===== src/rtl/seg_sched_pkg.sv =====
// Shared definitions for the display scheduler: state encoding and the blank frame
// that is sent when nobody wants the display.
package seg_sched_pkg;

    typedef enum logic [2:0] {
        ST_IDLE,
        ST_LOAD,
        ST_START,
        ST_WAIT,
        ST_DWELL
    } state_t;

    localparam logic [7:0]  SEG_BLANK_EN    = 8'hFF;
    localparam logic [31:0] SEG_BLANK_NUM   = 32'h0000_0000;
    localparam logic [7:0]  SEG_BLANK_POINT = 8'h00;

endpackage


===== src/rtl/seg_rr_picker.sv =====
// Combinational round-robin picker: first set req bit after index 'last', wrapping,
// so the previous winner is considered last.
module seg_rr_picker #(
    parameter int N_REQ = 4,
    parameter int IDX_W = $clog2(N_REQ)
) (
    input  logic [N_REQ-1:0] req,
    input  logic [IDX_W-1:0] last,
    output logic             valid,
    output logic [IDX_W-1:0] idx,
    output logic [N_REQ-1:0] onehot
);

    logic [IDX_W-1:0] cand;

    always_comb begin
        valid  = 1'b0;
        idx    = '0;
        onehot = '0;
        cand   = '0;
        for (int k = 1; k <= N_REQ; k++) begin
            cand = IDX_W'((int'(last) + k) % N_REQ);
            if (!valid && req[cand]) begin
                valid = 1'b1;
                idx   = cand;
            end
        end
        if (valid) onehot[idx] = 1'b1;
    end

endmodule


===== src/rtl/seg_display_scheduler.sv =====
// Time-slices the shared 8-digit serial display between N_REQ requesters, one frame each.
// Define SEG_SCHED_PRIORITY_EN to make requester 0 preemptive (wins LOAD, cuts DWELL short).
module seg_display_scheduler
    import seg_sched_pkg::*;
#(
    parameter int N_REQ          = 4,
    parameter int DWELL_CYCLES   = 262144,
    parameter int TIMEOUT_CYCLES = 4096
) (
    input  logic                 clk,
    input  logic                 rst,
    input  logic [N_REQ-1:0]     req,
    input  logic [32*N_REQ-1:0]  req_nums,
    input  logic [8*N_REQ-1:0]   req_ens,
    input  logic [8*N_REQ-1:0]   req_points,
    input  logic                 drv_finish,
    output logic                 drv_start,
    output logic [7:0]           drv_en,
    output logic [31:0]          drv_num,
    output logic [7:0]           drv_point,
    output logic [N_REQ-1:0]     grant,
    output logic                 busy,
    output logic                 timeout_err
);

    localparam int IDX_W = $clog2(N_REQ);
    localparam int TO_W  = $clog2(TIMEOUT_CYCLES);
    localparam int DW_W  = (DWELL_CYCLES > 1) ? $clog2(DWELL_CYCLES) : 1;

    state_t           state, next_state;
    logic [IDX_W-1:0] last, pick_idx, sel_idx;
    logic [N_REQ-1:0] pick_onehot, sel_onehot;
    logic             pick_valid;
    logic             preempt;
    logic [TO_W-1:0]  to_cnt;
    logic [DW_W-1:0]  dw_cnt;
    logic             to_hit, dw_hit, owner_gone;

    seg_rr_picker #(.N_REQ(N_REQ), .IDX_W(IDX_W)) u_picker (
        .req    (req),
        .last   (last),
        .valid  (pick_valid),
        .idx    (pick_idx),
        .onehot (pick_onehot)
    );

    always_comb begin
        sel_idx    = pick_idx;
        sel_onehot = pick_onehot;
        preempt    = 1'b0;
`ifdef SEG_SCHED_PRIORITY_EN
        if (req[0]) begin
            sel_idx    = '0;
            sel_onehot = N_REQ'(1);
        end
        preempt = req[0] && !grant[0];
`endif
    end

    // Timeout fires on the edge where the counter would reach TIMEOUT_CYCLES-1,
    // i.e. TIMEOUT_CYCLES cycles after the start pulse.
    assign to_hit     = (to_cnt == TO_W'(TIMEOUT_CYCLES - 2));
    assign dw_hit     = (dw_cnt == DW_W'(DWELL_CYCLES - 1));
    assign owner_gone = ((req & grant) == '0);

    always_comb begin
        next_state = state;
        case (state)
            ST_IDLE:  if (|req) next_state = ST_LOAD;
            ST_LOAD:  next_state = ST_START;
            ST_START: next_state = ST_WAIT;
            ST_WAIT: begin
                if (drv_finish)  next_state = (grant == '0) ? ST_IDLE : ST_DWELL;
                else if (to_hit) next_state = ST_LOAD;
            end
            ST_DWELL: if (dw_hit || owner_gone || preempt) next_state = ST_LOAD;
            default:  next_state = ST_IDLE;
        endcase
    end

    always_ff @(posedge clk) begin
        if (rst) begin
            state       <= ST_IDLE;
            last        <= IDX_W'(N_REQ - 1);
            to_cnt      <= '0;
            dw_cnt      <= '0;
            drv_start   <= 1'b0;
            drv_en      <= SEG_BLANK_EN;
            drv_num     <= SEG_BLANK_NUM;
            drv_point   <= SEG_BLANK_POINT;
            grant       <= '0;
            busy        <= 1'b0;
            timeout_err <= 1'b0;
        end else begin
            state     <= next_state;
            drv_start <= (next_state == ST_START);
            busy      <= (next_state != ST_IDLE);
            case (state)
                ST_LOAD: begin
                    if (pick_valid) begin
                        drv_num   <= req_nums[32*int'(sel_idx) +: 32];
                        drv_en    <= req_ens[8*int'(sel_idx) +: 8];
                        drv_point <= req_points[8*int'(sel_idx) +: 8];
                        grant     <= sel_onehot;
                        last      <= sel_idx;
                    end else begin
                        drv_num   <= SEG_BLANK_NUM;
                        drv_en    <= SEG_BLANK_EN;
                        drv_point <= SEG_BLANK_POINT;
                        grant     <= '0;
                    end
                end
                ST_START: to_cnt <= '0;
                ST_WAIT: begin
                    if (drv_finish) begin
                        dw_cnt <= '0;
                    end else begin
                        if (to_hit) timeout_err <= 1'b1;
                        if (to_cnt != TO_W'(TIMEOUT_CYCLES - 1)) to_cnt <= to_cnt + 1'b1;
                    end
                end
                ST_DWELL: if (!dw_hit) dw_cnt <= dw_cnt + 1'b1;
                default: ;
            endcase
        end
    end

endmodule


===== config.mk =====
export PLATFORM = sky130hd
export DESIGN_NAME = seg_display_scheduler
export DESIGN_NICKNAME = d
export VERILOG_FILES = /design/src/rtl/seg_sched_pkg.sv /design/src/rtl/seg_rr_picker.sv /design/src/rtl/seg_display_scheduler.sv
export SDC_FILE = /design/constraint.sdc
export NUM_CORES = 1
export LEC_CHECK = 0
export BUFFER_PORTS_ARGS = -buffer_cell sky130_fd_sc_hd__buf_2
export CELL_PAD_IN_SITES_DETAIL_PLACEMENT = 0
export CELL_PAD_IN_SITES_GLOBAL_PLACEMENT = 1
export CORE_AREA = 2 2 122 124
export CTS_CLUSTER_SIZE = 16
export DETAILED_ROUTE_END_ITERATION = 6
export DIE_AREA = 0 0 124 126
export PLACE_DENSITY_LB_ADDON = 0.1
export RECOVER_POWER = 50
export SLEW_MARGIN = 15
export SYNTH_ARGS = -nofsm -noshare
export SYNTH_HDL_FRONTEND = slang
export SYNTH_SLANG_ARGS = --single-unit
export TNS_END_PERCENT = 50

===== constraint.sdc =====
create_clock -name clk -period 3.5 [get_ports clk]
set_clock_uncertainty 0.1 [all_clocks]
set_input_delay 0.175 -clock clk [delete_from_list [all_inputs] [get_ports clk]]
set_output_delay 0.175 -clock clk [all_outputs]
set_load 0.02 [all_outputs]

==> reports/results.env <==
STATUS='finished clean'
CTS_HOLD_REPAIR.BUFFERS=0
LAYOUT.CORE_UTILIZATION=0.461
VIAS=5021
TRITONCTS_NUM_SINKS=90
WL_PER_CELL_UM=16.0
HOLD-WORST-SLACK_NS=0.0415
CTS_SETUP_BUFFERS=0
NETS=979
AREAGROWTHSYNTHTOFINISH_PCT=33.1
FIN_CRIT_SH=0.681
TOP_LEVEL_PORTS=254
YS_FF_LATCH=90
FILLCELLCOUNT=1453
NETLIST_AREA_UM2=4950
TIMING_WORST_SLEW_PIN_VALUE_NS=0.869
DIE_AREA_UM2=15600
GRT_USAGE=0.195
FP.COREAREA_UM2=14300
ANTENNA_FOUND_INITIAL=0
WIRELENGTH_UM=15400
STARTING_UTILIZATION_OF_THE_CORE_AREA=0.346
CLK_TRANSITION_REPORTED_PATHS_NS=0.07
MIN-DELAY-START='req_nums[85]'
HPWL_UM=12000
NUMBER_OF_DRC_VIOLATIONS_AFTER_DETAILED_ROUTING=0
CTS_RESIZED=0
SYNTHDISTINCTLIBCELLS=59
FLOORPLAN.ROWS=44
VIAS_PER_CELL=5.20
CRITICAL_PATH.STARTPOINT_TYPE='flip-flop'
YS_TOP_CELLS_BY_AREA='sky130_fd_sc_hd__dfxtp_1 36%, sky130_fd_sc_hd__mux2i_1 20%, sky130_fd_sc_hd__o221ai_1 7.1%, sky130_fd_sc_hd__nand2_1 5.2%, sky130_fd_sc_hd__nor2_1 3.2%'
HTREE_NUM_LEVELS=3
CRIT_PATH_MAX_FANOUT=7
DEPTH_OF_THE_MOST_CRITICAL_REG_TO_REG_PATH=5
CRITPATHMAXSTAGEDELAY_NS=0.80
POWER.STATIC_LEAKAGE_nW=2.81
POST_DETAILED_PLACEMENT_CELL_AREA_UM2=6330
CAP_VIOL_MAX_COUNT=0
DP_CELLS=950
TIMING.RR.END='dw_cnt[6]'
POST_SYNTH.CELL_AREA_AVG_UM2=9.16
PORT_BUFFERS=253
FINAL-INSTANCE-COUNT-EXCL-FILL=966
POWERDENSITY_nW_PER_UM2=465
CLOCK-ROOT-BUFFER='sky130_fd_sc_hd__clkbuf_16'
SETUP_SLACK_ON_THE_WORST_FLOP_TO_FLOP_PATH_NS=1.12
CTS_MAX_PATH_BUFFERS=2
CLK_LATENCY_NS=0.35
SLEW_VIOLATIONS=0
N_ANTENNA_CELL=0
GRT_MAX_DEGREE=79
TNS_NS=0
CRIT_PATH_KIND='reg2reg'
DR.FIRST_ITER.DRC_COUNT=240
FP.DIEH_UM=126
SYNTH_CELLS=541
DOMINANTREGCELLSYNTH='sky130_fd_sc_hd__dfxtp_1'
TIMING_HOLD_VIOLATIONS_FINAL=0
GP_ROUTABILITY_CONGESTION=0.803
SETUP-VIOLATIONS-FINAL=0
PRE_CTS_SLACK_NS=1.34
WORSTSETUPENDPOINT='dw_cnt[6]'
SYNTH_AREA_LEADER_CELL='sky130_fd_sc_hd__dfxtp_1'
YOSYSSEQAREASHARE=0.364
LAYOUT-DRIVE-GT1-SHARE=0.297
VDD.IR_DROP.WORST_mV=0.274
WORST_R2R_START='dw_cnt[8]'
POST-ROUTE-MIN-PERIOD_NS=2.38
ASYNC_RESET_FF_FRAC=0
FINAL_AREA_UM2=6590
LIBRARY_CELL_WITH_THE_HIGHEST_INSTANCE_COUNT_AFTER_SYNTHESIS='sky130_fd_sc_hd__mux2i_1'
CP_DATA_ARRIVAL_TIME_NS=2.49
ANTENNA_VIOLATING_NETS_POST_ROUTE=0
SETUP_REPAIR_AFTER_GLOBAL_ROUTING_MISSED_ITS_MARGIN='false'
SYNTH_COMMON_CELLS='100 x sky130_fd_sc_hd__mux2i_1, 90 x sky130_fd_sc_hd__dfxtp_1, 68 x sky130_fd_sc_hd__nand2_1'
CRITICAL_PATH_REQUIRED_NS=3.61
FMAX_MHz=420
SYNTH_EDF_COUNT=0
MAXSLEWHEADROOM=0.416
CHIPWIDTH_UM=124
YS_WARN_COUNT=0
SYN_NETS=743
CRITICAL_PATH.ENDPOINT_TYPE='flip-flop'
WORST_SLACK_NS=1.12
FIRST_PASS_ITERS=4
SYNTH_TOP_AREA_FRAC=0.364
SETUP.WORST_PATH.START='dw_cnt[8]'
GLOBALROUTEOVERFLOWTOTAL=0
ORDERED_CELL_LIST_FOR_THE_CRITICAL_PATH='nand4_1, or2_0, o31ai_1, a2111o_1, a21oi_1'
GRT_PASS1_WL_UM=23900
WORST_HOLD_PATH_TYPE='in2reg'
WORST_PATH_MAX_DELAY_CELL='sky130_fd_sc_hd__o31ai_1'
TRITONCTS.NUM_BUFFERS=9
TRITONCTS='built'
FIRST_GLOBAL_VIAS=4859
POST-LAYOUT-TOTAL-POWER_mW=3.06
## state kept, by name, indices dropped and copies added (netlist names)
signal,flops
timeout_err,1
drv_start,1
dw_cnt,18
drv_num,32
state,3
grant,4
drv_en,8
to_cnt,12
last,2
drv_point,8
busy,1
## cells by family after synthesis
| family | synth area share |
|---|---|
| AOI/OAI and AO/OA | 0.168 |
| xor gates and xnor gates | 0.0177 |
| adders and majority gates | 0.00758 |
| buffers and inverters | 0.0422 |
| DFF | 0.364 |
| muxes | 0.202 |
| and+or+nand+nor | 0.199 |
## placed cells by master (no fill, tap or decap), drive strengths merged, types with 10 or more instances in the layout
cell,instances
a21oi,19
buf,203
clkbuf,64
dfxtp,90
mux2i,100
nand2,69
nand3,13
nand4,11
nor2,45
o21ai,11
o221ai,40
xnor2,10
## how the worst min path moves through the flow
stage                         to  slack, ns  depth (start not counted)
floorplan            timeout_err       0.26                          3
global placement    drv_point[7]       0.34                          2
detailed placement    drv_num[4]       0.34                          2
CTS                  drv_num[21]       0.03                          3
global route         drv_num[15]       0.04                          3
finish               drv_num[21]       0.04                          3
## power by group
group          switching [mW]  total [mW]  internal (mW)  leakage, nW
Sequential             0.0570        1.17           1.11        0.732
Combinational           0.453       0.772          0.318         1.91
Clock                   0.421        1.13          0.705        0.164
Total                   0.931        3.06           2.13         2.81
## final cells by class
| class | instances | area (um^2) | share of cell area |
|---|---|---|---|
| clock buffers | 9 | 225 | 0.0342 |
| clock inverters | 7 | 125 | 0.0190 |
| inverters | 5 | 18.8 | 0.00285 |
| multi-input cells | 413 | 2950 | 0.447 |
| flip-flops and latches | 90 | 1800 | 0.273 |
| well taps | 184 | 230 | 0.0349 |
| repair buffers | 258 | 1250 | 0.189 |
## worst max-delay path, delay by kind of cell, from the launching register on
family             cells  cell delay, ns
DFF                    1            0.42
AOI/OAI and AO/OA      3            1.12
and+or+nand+nor        2            0.59
## per-layer routing
layer	track usage	up-vias	share of wire
met4	0.0522	0	0.015
li1	-	2510	-
met1	0.229	2316	0.41
met3	0.0575	14	0.064
met2	0.341	181	0.51
met5	0	-	0
No activity file was read; power rests on OpenSTA's default activity.
